## config.mk

```make
export PLATFORM = sky130hd
export DESIGN_NAME = ycbcr422_to_444_pipe_flat
export DESIGN_NICKNAME = d
export VERILOG_FILES = /design/src/rtl/ycbcr422_to_444_pipe_if.sv /design/src/rtl/ycbcr422_to_444_pipe.sv /design/src/flat_wrapper.sv
export SDC_FILE = /design/constraint.sdc
export NUM_CORES = 1
export LEC_CHECK = 0
export BUFFER_PORTS_ARGS = -buffer_cell sky130_fd_sc_hd__buf_2
export CORE_MARGIN = 5
export CORE_UTILIZATION = 50
export CTS_CLUSTER_SIZE = 25
export DETAILED_ROUTE_END_ITERATION = 6
export HOLD_SLACK_MARGIN = 0.12
export PLACE_DENSITY_LB_ADDON = 0.3
export SYNTH_ARGS = -nofsm -noshare
export SYNTH_HDL_FRONTEND = slang
export SYNTH_SLANG_ARGS = --single-unit
```

## constraint.sdc

```tcl
create_clock -name clk -period 3.8 [get_ports clk]
set_clock_uncertainty 0.15 [all_clocks]
set_input_delay 0.57 -clock clk [delete_from_list [all_inputs] [get_ports clk]]
set_output_delay 0.57 -clock clk [all_outputs]
set_load 0.1 [all_outputs]
```

## src/rtl/ycbcr422_to_444_pipe_if.sv

```systemverilog
// ycbcr422_to_444_pipe_if: timing, luma and chroma bundle
// of the 4:2:2 to 4:4:4 upsampler.
interface ycbcr422_to_444_pipe_if #(
  parameter int DW = 8
);
  logic          i_v_sync;
  logic          i_h_sync;
  logic          i_de;
  logic [DW-1:0] y_in;
  logic [DW-1:0] c_in;
  logic          o_v_sync;
  logic          o_h_sync;
  logic          o_de;
  logic [DW-1:0] y_out;
  logic [DW-1:0] cb_out;
  logic [DW-1:0] cr_out;
  logic          o_odd_err;

  modport master (
    output i_v_sync, i_h_sync, i_de,
    output y_in, c_in,
    input  o_v_sync, o_h_sync, o_de,
    input  y_out, cb_out, cr_out,
    input  o_odd_err
  );

  modport slave (
    input  i_v_sync, i_h_sync, i_de,
    input  y_in, c_in,
    output o_v_sync, o_h_sync, o_de,
    output y_out, cb_out, cr_out,
    output o_odd_err
  );
endinterface

```

## src/rtl/ycbcr422_to_444_pipe.sv

```systemverilog
// ycbcr422_to_444_pipe: 4:2:2 to 4:4:4 upsampler, 4 clk latency.
// Define CHROMA_INTERP_EN to average chroma on odd pixels.
module ycbcr422_to_444_pipe #(
  parameter int DW       = 8,
  parameter bit CB_FIRST = 1'b1
) (
  input logic clk,
  input logic rst,
  ycbcr422_to_444_pipe_if.slave bus
);

  localparam logic [DW-1:0] MID = {1'b1, {(DW-1){1'b0}}};

  typedef struct packed {
    logic          vs;
    logic          hs;
    logic          de;
    logic          ph;
    logic [DW-1:0] y;
    logic [DW-1:0] c;
  } smp_t;

  smp_t          s [4];
  logic          ph_nxt;
  logic          armed;
  logic [DW-1:0] pa;
  logic [DW-1:0] pb;
  logic          has_prev;
  logic          last_ph;
  logic [DW-1:0] a_v;
  logic [DW-1:0] b_v;

`ifdef CHROMA_INTERP_EN
  function automatic logic [DW-1:0] avg(
    input logic [DW-1:0] x,
    input logic [DW-1:0] y
  );
    return DW'(({1'b0, x} + {1'b0, y} + (DW+1)'(1)) >> 1);
  endfunction
`endif

  // armed blocks a line that was already running when reset dropped
  always_ff @(posedge clk) begin
    if (rst) begin
      for (int i = 0; i < 4; i++) s[i] <= '0;
      ph_nxt <= 1'b0;
      armed  <= ~bus.i_de;
    end else begin
      s[0].vs <= bus.i_v_sync;
      s[0].hs <= bus.i_h_sync;
      s[0].de <= bus.i_de & armed;
      s[0].ph <= ph_nxt;
      if (bus.i_de) begin
        s[0].y <= bus.y_in;
        s[0].c <= bus.c_in;
      end
      for (int i = 1; i < 4; i++) s[i] <= s[i-1];
      ph_nxt <= bus.i_de & ~ph_nxt;
      if (!bus.i_de) armed <= 1'b1;
    end
  end

  // a = even-sample component, b = odd-sample component
  always_comb begin
    a_v = s[3].c;
    b_v = s[3].c;
    if (!s[3].ph) begin
      b_v = s[2].de ? s[2].c : (has_prev ? pb : MID);
    end else begin
      a_v = pa;
`ifdef CHROMA_INTERP_EN
      if (s[2].de) begin
        a_v = avg(pa, s[2].c);
        b_v = avg(s[3].c, s[1].de ? s[1].c : s[3].c);
      end
`endif
    end
  end

  always_ff @(posedge clk) begin
    if (rst) begin
      bus.o_v_sync  <= 1'b0;
      bus.o_h_sync  <= 1'b0;
      bus.o_de      <= 1'b0;
      bus.o_odd_err <= 1'b0;
      bus.y_out     <= '0;
      bus.cb_out    <= '0;
      bus.cr_out    <= '0;
      pa            <= '0;
      pb            <= '0;
      has_prev      <= 1'b0;
      last_ph       <= 1'b0;
    end else begin
      bus.o_v_sync  <= s[3].vs;
      bus.o_h_sync  <= s[3].hs;
      bus.o_de      <= s[3].de;
      bus.o_odd_err <= ~s[3].de & bus.o_de & ~last_ph;
      if (s[3].de) begin
        bus.y_out  <= s[3].y;
        bus.cb_out <= CB_FIRST ? a_v : b_v;
        bus.cr_out <= CB_FIRST ? b_v : a_v;
        last_ph    <= s[3].ph;
        if (!s[3].ph) begin
          pa <= a_v;
          pb <= b_v;
        end else begin
          has_prev <= 1'b1;
        end
      end else begin
        bus.y_out  <= '0;
        bus.cb_out <= '0;
        bus.cr_out <= '0;
        has_prev   <= 1'b0;
      end
    end
  end

endmodule

```

## src/flat_wrapper.sv

```systemverilog
// flat-port wrapper written by rule: the top's interface ports become plain ports
module ycbcr422_to_444_pipe_flat 
#(
  parameter int DW       = 8,
  parameter bit CB_FIRST = 1'b1
)
  (clk, rst, bus_i_v_sync, bus_i_h_sync, bus_i_de, bus_y_in, bus_c_in, bus_o_v_sync, bus_o_h_sync, bus_o_de, bus_y_out, bus_cb_out, bus_cr_out, bus_o_odd_err);
  ycbcr422_to_444_pipe_if #(.DW(DW)) bus_i ();
  input logic clk;
  input logic rst;
  input wire logic [$bits(bus_i.i_v_sync)-1:0] bus_i_v_sync;
  input wire logic [$bits(bus_i.i_h_sync)-1:0] bus_i_h_sync;
  input wire logic [$bits(bus_i.i_de)-1:0] bus_i_de;
  input wire logic [$bits(bus_i.y_in)-1:0] bus_y_in;
  input wire logic [$bits(bus_i.c_in)-1:0] bus_c_in;
  output wire logic [$bits(bus_i.o_v_sync)-1:0] bus_o_v_sync;
  output wire logic [$bits(bus_i.o_h_sync)-1:0] bus_o_h_sync;
  output wire logic [$bits(bus_i.o_de)-1:0] bus_o_de;
  output wire logic [$bits(bus_i.y_out)-1:0] bus_y_out;
  output wire logic [$bits(bus_i.cb_out)-1:0] bus_cb_out;
  output wire logic [$bits(bus_i.cr_out)-1:0] bus_cr_out;
  output wire logic [$bits(bus_i.o_odd_err)-1:0] bus_o_odd_err;
  assign bus_i.i_v_sync = bus_i_v_sync;
  assign bus_i.i_h_sync = bus_i_h_sync;
  assign bus_i.i_de = bus_i_de;
  assign bus_i.y_in = bus_y_in;
  assign bus_i.c_in = bus_c_in;
  assign bus_o_v_sync = bus_i.o_v_sync;
  assign bus_o_h_sync = bus_i.o_h_sync;
  assign bus_o_de = bus_i.o_de;
  assign bus_y_out = bus_i.y_out;
  assign bus_cb_out = bus_i.cb_out;
  assign bus_cr_out = bus_i.cr_out;
  assign bus_o_odd_err = bus_i.o_odd_err;
  ycbcr422_to_444_pipe #(.DW(DW), .CB_FIRST(CB_FIRST)) u_core (.clk(clk), .rst(rst), .bus(bus_i));
endmodule
```

Yosys cells after proc, flatten, opt, wreduce, memory -nomap -nowiden
Memories as Yosys holds them, arrays and structs flattened.
Cells that the tools add are included.
Word-level totals
  register bits: 48
  memory bits (writable): 80
  bits of input ports: 21
  output and inout port bits: 28
  memories kept: 1
Memory list
  u_core.s: words 4, bits a word 20, read ports 4, clocked after Yosys merged registers in 0, wr ports 4, line ycbcr422_to_444_pipe.sv:23  | smp_t s [4];
Operators by class
  equal/unequal tests: 1
  muxes and demuxes: 21
  bitwise gates (word level): 18
  reduce and logical (&&, ||, !) cells: 2
Operators by type and width (number)
  $mux W20: 3
  $mux W8: 6
  $mux W1: 12
  $or A1 B1 Y1: 9
  $not A1 Y1: 5
  $and A1 B1 Y1: 4
  $ne A2 B2 Y1 const B: 1
  $reduce_and A2 Y1: 1
  $reduce_or A2 Y1: 1

Depth between registers and ports, before layout
  depth in word-level cells: 4
  depth in mapped cells: 6
  mapped depth without buffers: 4

Least setup slack after synthesis
No wires, ideal clock.
  path kind: input-to-reg
  from: input port rst
  to: memory u_core.s[0][0] (netlist bit) (enable)
  setup time: 0.291 ns
  arrival: 1.301 ns
  data required time: 3.359 ns
  path slack: 2.058 ns
  stages on the path: 3
  path through: buf_2 buf_2 or2_2
RTL lines
  from (decl): line flat_wrapper.sv:10  | input logic rst;
  to (decl): line ycbcr422_to_444_pipe.sv:23

Worst setup path in the final report
  from: register u_core.bus.cr_out[2]
  to: output port bus_cr_out[2]
RTL lines
  from (decl): line ycbcr422_to_444_pipe_if.sv:31  | output y_out, cb_out, cr_out,
  from (signal assigned): line ycbcr422_to_444_pipe.sv:101  | bus.cr_out <= CB_FIRST ? b_v : a_v;
  to (decl): line flat_wrapper.sv:21  | output wire logic [$bits(bus_i.cr_out)-1:0] bus_cr_out;
No word-level cell between the ends.

==> metrics.csv <==
metric,value,unit
dominant cell type by area after synthesis,dfxtp_1,
Hold Fails Final Rpt,0,
CP peak stage delay,420,ps
Vias per Instance,4.52,
number of iterations in the first detailed-routing pass,4,
clk sinks,128,
Via Count,2290,
unique cell type count in the Yosys netlist,28,
dominant cells by area after synthesis,"dfxtp_1, edfxtp_1, nor2b_1",
initial antenna violation count,0,
largest net degree at the start of global routing,73,
slew margin rel.,52.5,%
PD cells,603,mW/mm^2
PortBufs,48,
Sum Neg Setup Slack,0,ps
die height,99.1,um
"CTS clk-pin slew, worst paths",50,ps
Avg Inst Size Synth,11.7,sq um
"delay-heaviest family, CP",buffers and inverters,
worst slew pin tran,713,ps
H-tree depth,4,
CP max FO,1,
"Cell Chain, Critical Path",buf_2,
root buffer cell,clkbuf_8,
final slew viol count,0,
Cell Rows,32,
Worst IR Drop VDD,0.000298,V
post-route cell area,0.00479,sq mm
CTS tree,yes,
data required time of the critical path,3080,ps
final setup vio count,0,
DRC Markers,0,
total power draw,0.00289,W
part of the cycle the worst path needs,51.6,%
leakage dissipation,1.94,nW
gpl congestion,0.785,
clock buffer count from CTS,17,
detailed placement HPWL,3610,um
Critical Path End Type,output pin,
Setup WS post-layout,1840,ps
"commonest non-fill, non-tap cell in the layout",dfxtp_1,
dpl cell area,0.00425,sq mm
Total GRT Usage,12.9,%
Yosys top cell area share,56.0,%
starting density of the core,51.3,%
routed length per instance,11.3,um
WS Path Type,reg -> out,
FMAX,510,MHz
Final Critical Period,1960,ps
first-pass GRT wire length,9830,um
Seq cells post-synth,128,
vias in the first global route,2138,
Setup WS pre-CTS,1790,ps
post-route ant nets,0,
cell area after synthesis,0.00397,sq mm
P&R area growth vs syn,20.8,%
global route overflow,0,
post-synthesis sequential area ratio,68.9,%
Yosys warning count,0,
most frequent cells in the layout,"dfxtp_1, nor2b_1, buf_2, and2_1",
Critical Path AT,1240,ps
Post-Synthesis Cells,340,
Clock Latency Late Sink,510,ps
# IOs,49,
CORE AREA,0.00773,sq mm
Ant. Diodes,0,
WL final,5740,um
Synth Net Count,361,
unrepaired setup endpoints after global routing,no,
Die Wd,99.1,um
total die area,0.00981,sq mm
Hold WC Path Type,in -> reg,
Slowest cell on crit path,buf_2,
max_cap viols,0,
Critical Path Source Type,flop,
Layout Nets,413,
post_cts resized,0,
Critical path buffers and inverters,1,
flop2flop setup slack,1940,ps
clock tree buffer depth,2,
status,"complete, no violations",
initial drt markers,153,
ratio of cells with drive above 1 in the final layout,19.3,%
-- area by class of cell --
class,instances,area [sq um]
inverters,4,15.0
well taps,102,128
flip-flops and latches,128,2730
clock inverters,7,60.1
repair buffers,51,268
fillers,604,2940
multi-input cells,190,1120
clock buffers,25,464
-- registers in the layout, summed over array words and instances (netlist names) --
signal	flops
u_core.bus.o_v_sync	1
u_core.has_prev	1
u_core.s	80
u_core.bus.o_de	1
u_core.bus.o_h_sync	1
u_core.bus.cb_out	8
u_core.bus.o_odd_err	1
u_core.bus.cr_out	8
u_core.armed	1
u_core.ph_nxt	1
u_core.pb	8
u_core.bus.y_out	8
u_core.pa	8
u_core.last_ph	1
-- Yosys cell counts --
cell type / instances
dfxtp_1: 111
nor2b_1: 64
and2_1: 26
a21oi_1: 20
nor2_1: 20
nand2_1: 19
edfxtp_1: 17
buf_2: 9
mux2i_1: 9
a211oi_1: 7
o21ai_0: 7
clkbuf_1: 6
and3b_1: 5
inv_1: 3
a31oi_1: 2
buf_4: 2
nand2b_1: 2
and2_0: 1
and2b_1: 1
buf_6: 1
inv_2: 1
nand3_1: 1
nand3b_1: 1
nor2b_2: 1
nor4b_1: 1
o2111ai_1: 1
or2_2: 1
or3b_1: 1
-- metrics by stage --
step / utilization (%) / hold WS, ps / cells
3_3_place_gp: 55.0 / 250 / 473
6_report: 62.0 / 186 / 507
3_5_place_dp: 55.0 / 252 / 473
4_1_cts: 62.0 / 162 / 507
2_1_floorplan: - / 234 / 340
5_1_grt: 62.0 / 171 / 507
-- path summary, 6_finish.rpt --
path / startpoint / depth (start not counted) / endpoint
worst max register to register: u_core.s[0][76] / 3 / u_core.pb[6]
worst max-delay path: u_core.bus.cr_out[2] / 1 / bus_cr_out[2]
worst min register to register: u_core.ph_nxt / 1 / u_core.ph_nxt
worst min-delay path: bus_y_in[7] / 2 / u_core.s[0][15]
-- cell families after synthesis --
| kind of cell | after synthesis | synth area share [%] |
|---|---|---|
| and+or+nand+nor | 144 | 20.8 |
| buffers and inverters | 22 | 2.74 |
| DFF | 128 | 68.9 |
| AOI/OAI and AO/OA | 37 | 5.27 |
| muxes | 9 | 2.27 |
-- power breakdown --
| group | internal (W) | switching (W) |
|---|---|---|
| sequential | 0.00142 | 0.0000118 |
| clock | 0.000892 | 0.000504 |
| combinational | 0.0000315 | 0.0000356 |
-- repair_timing --
| action | in CTS | in global routing |
|---|---|---|
| hold endpoints to repair | 2 | 0 |
| hold buffers | 2 | 0 |
| setup buffers | 0 | 0 |
-- worst reg2reg max path, cell delays in order (launching register included) --
cell	delay [ps]
dfxtp_1	510
and2b_1	760
nor2_1	90
a211oi_1	250
-- layer usage --
metal	GRT usage [%]	part of all wire, %
met4	7.25	1.3
met5	0	0
met3	5.24	6.9
met2	18.9	45
met1	16.0	47
Note: power is estimated with default switching activity, not from simulation.
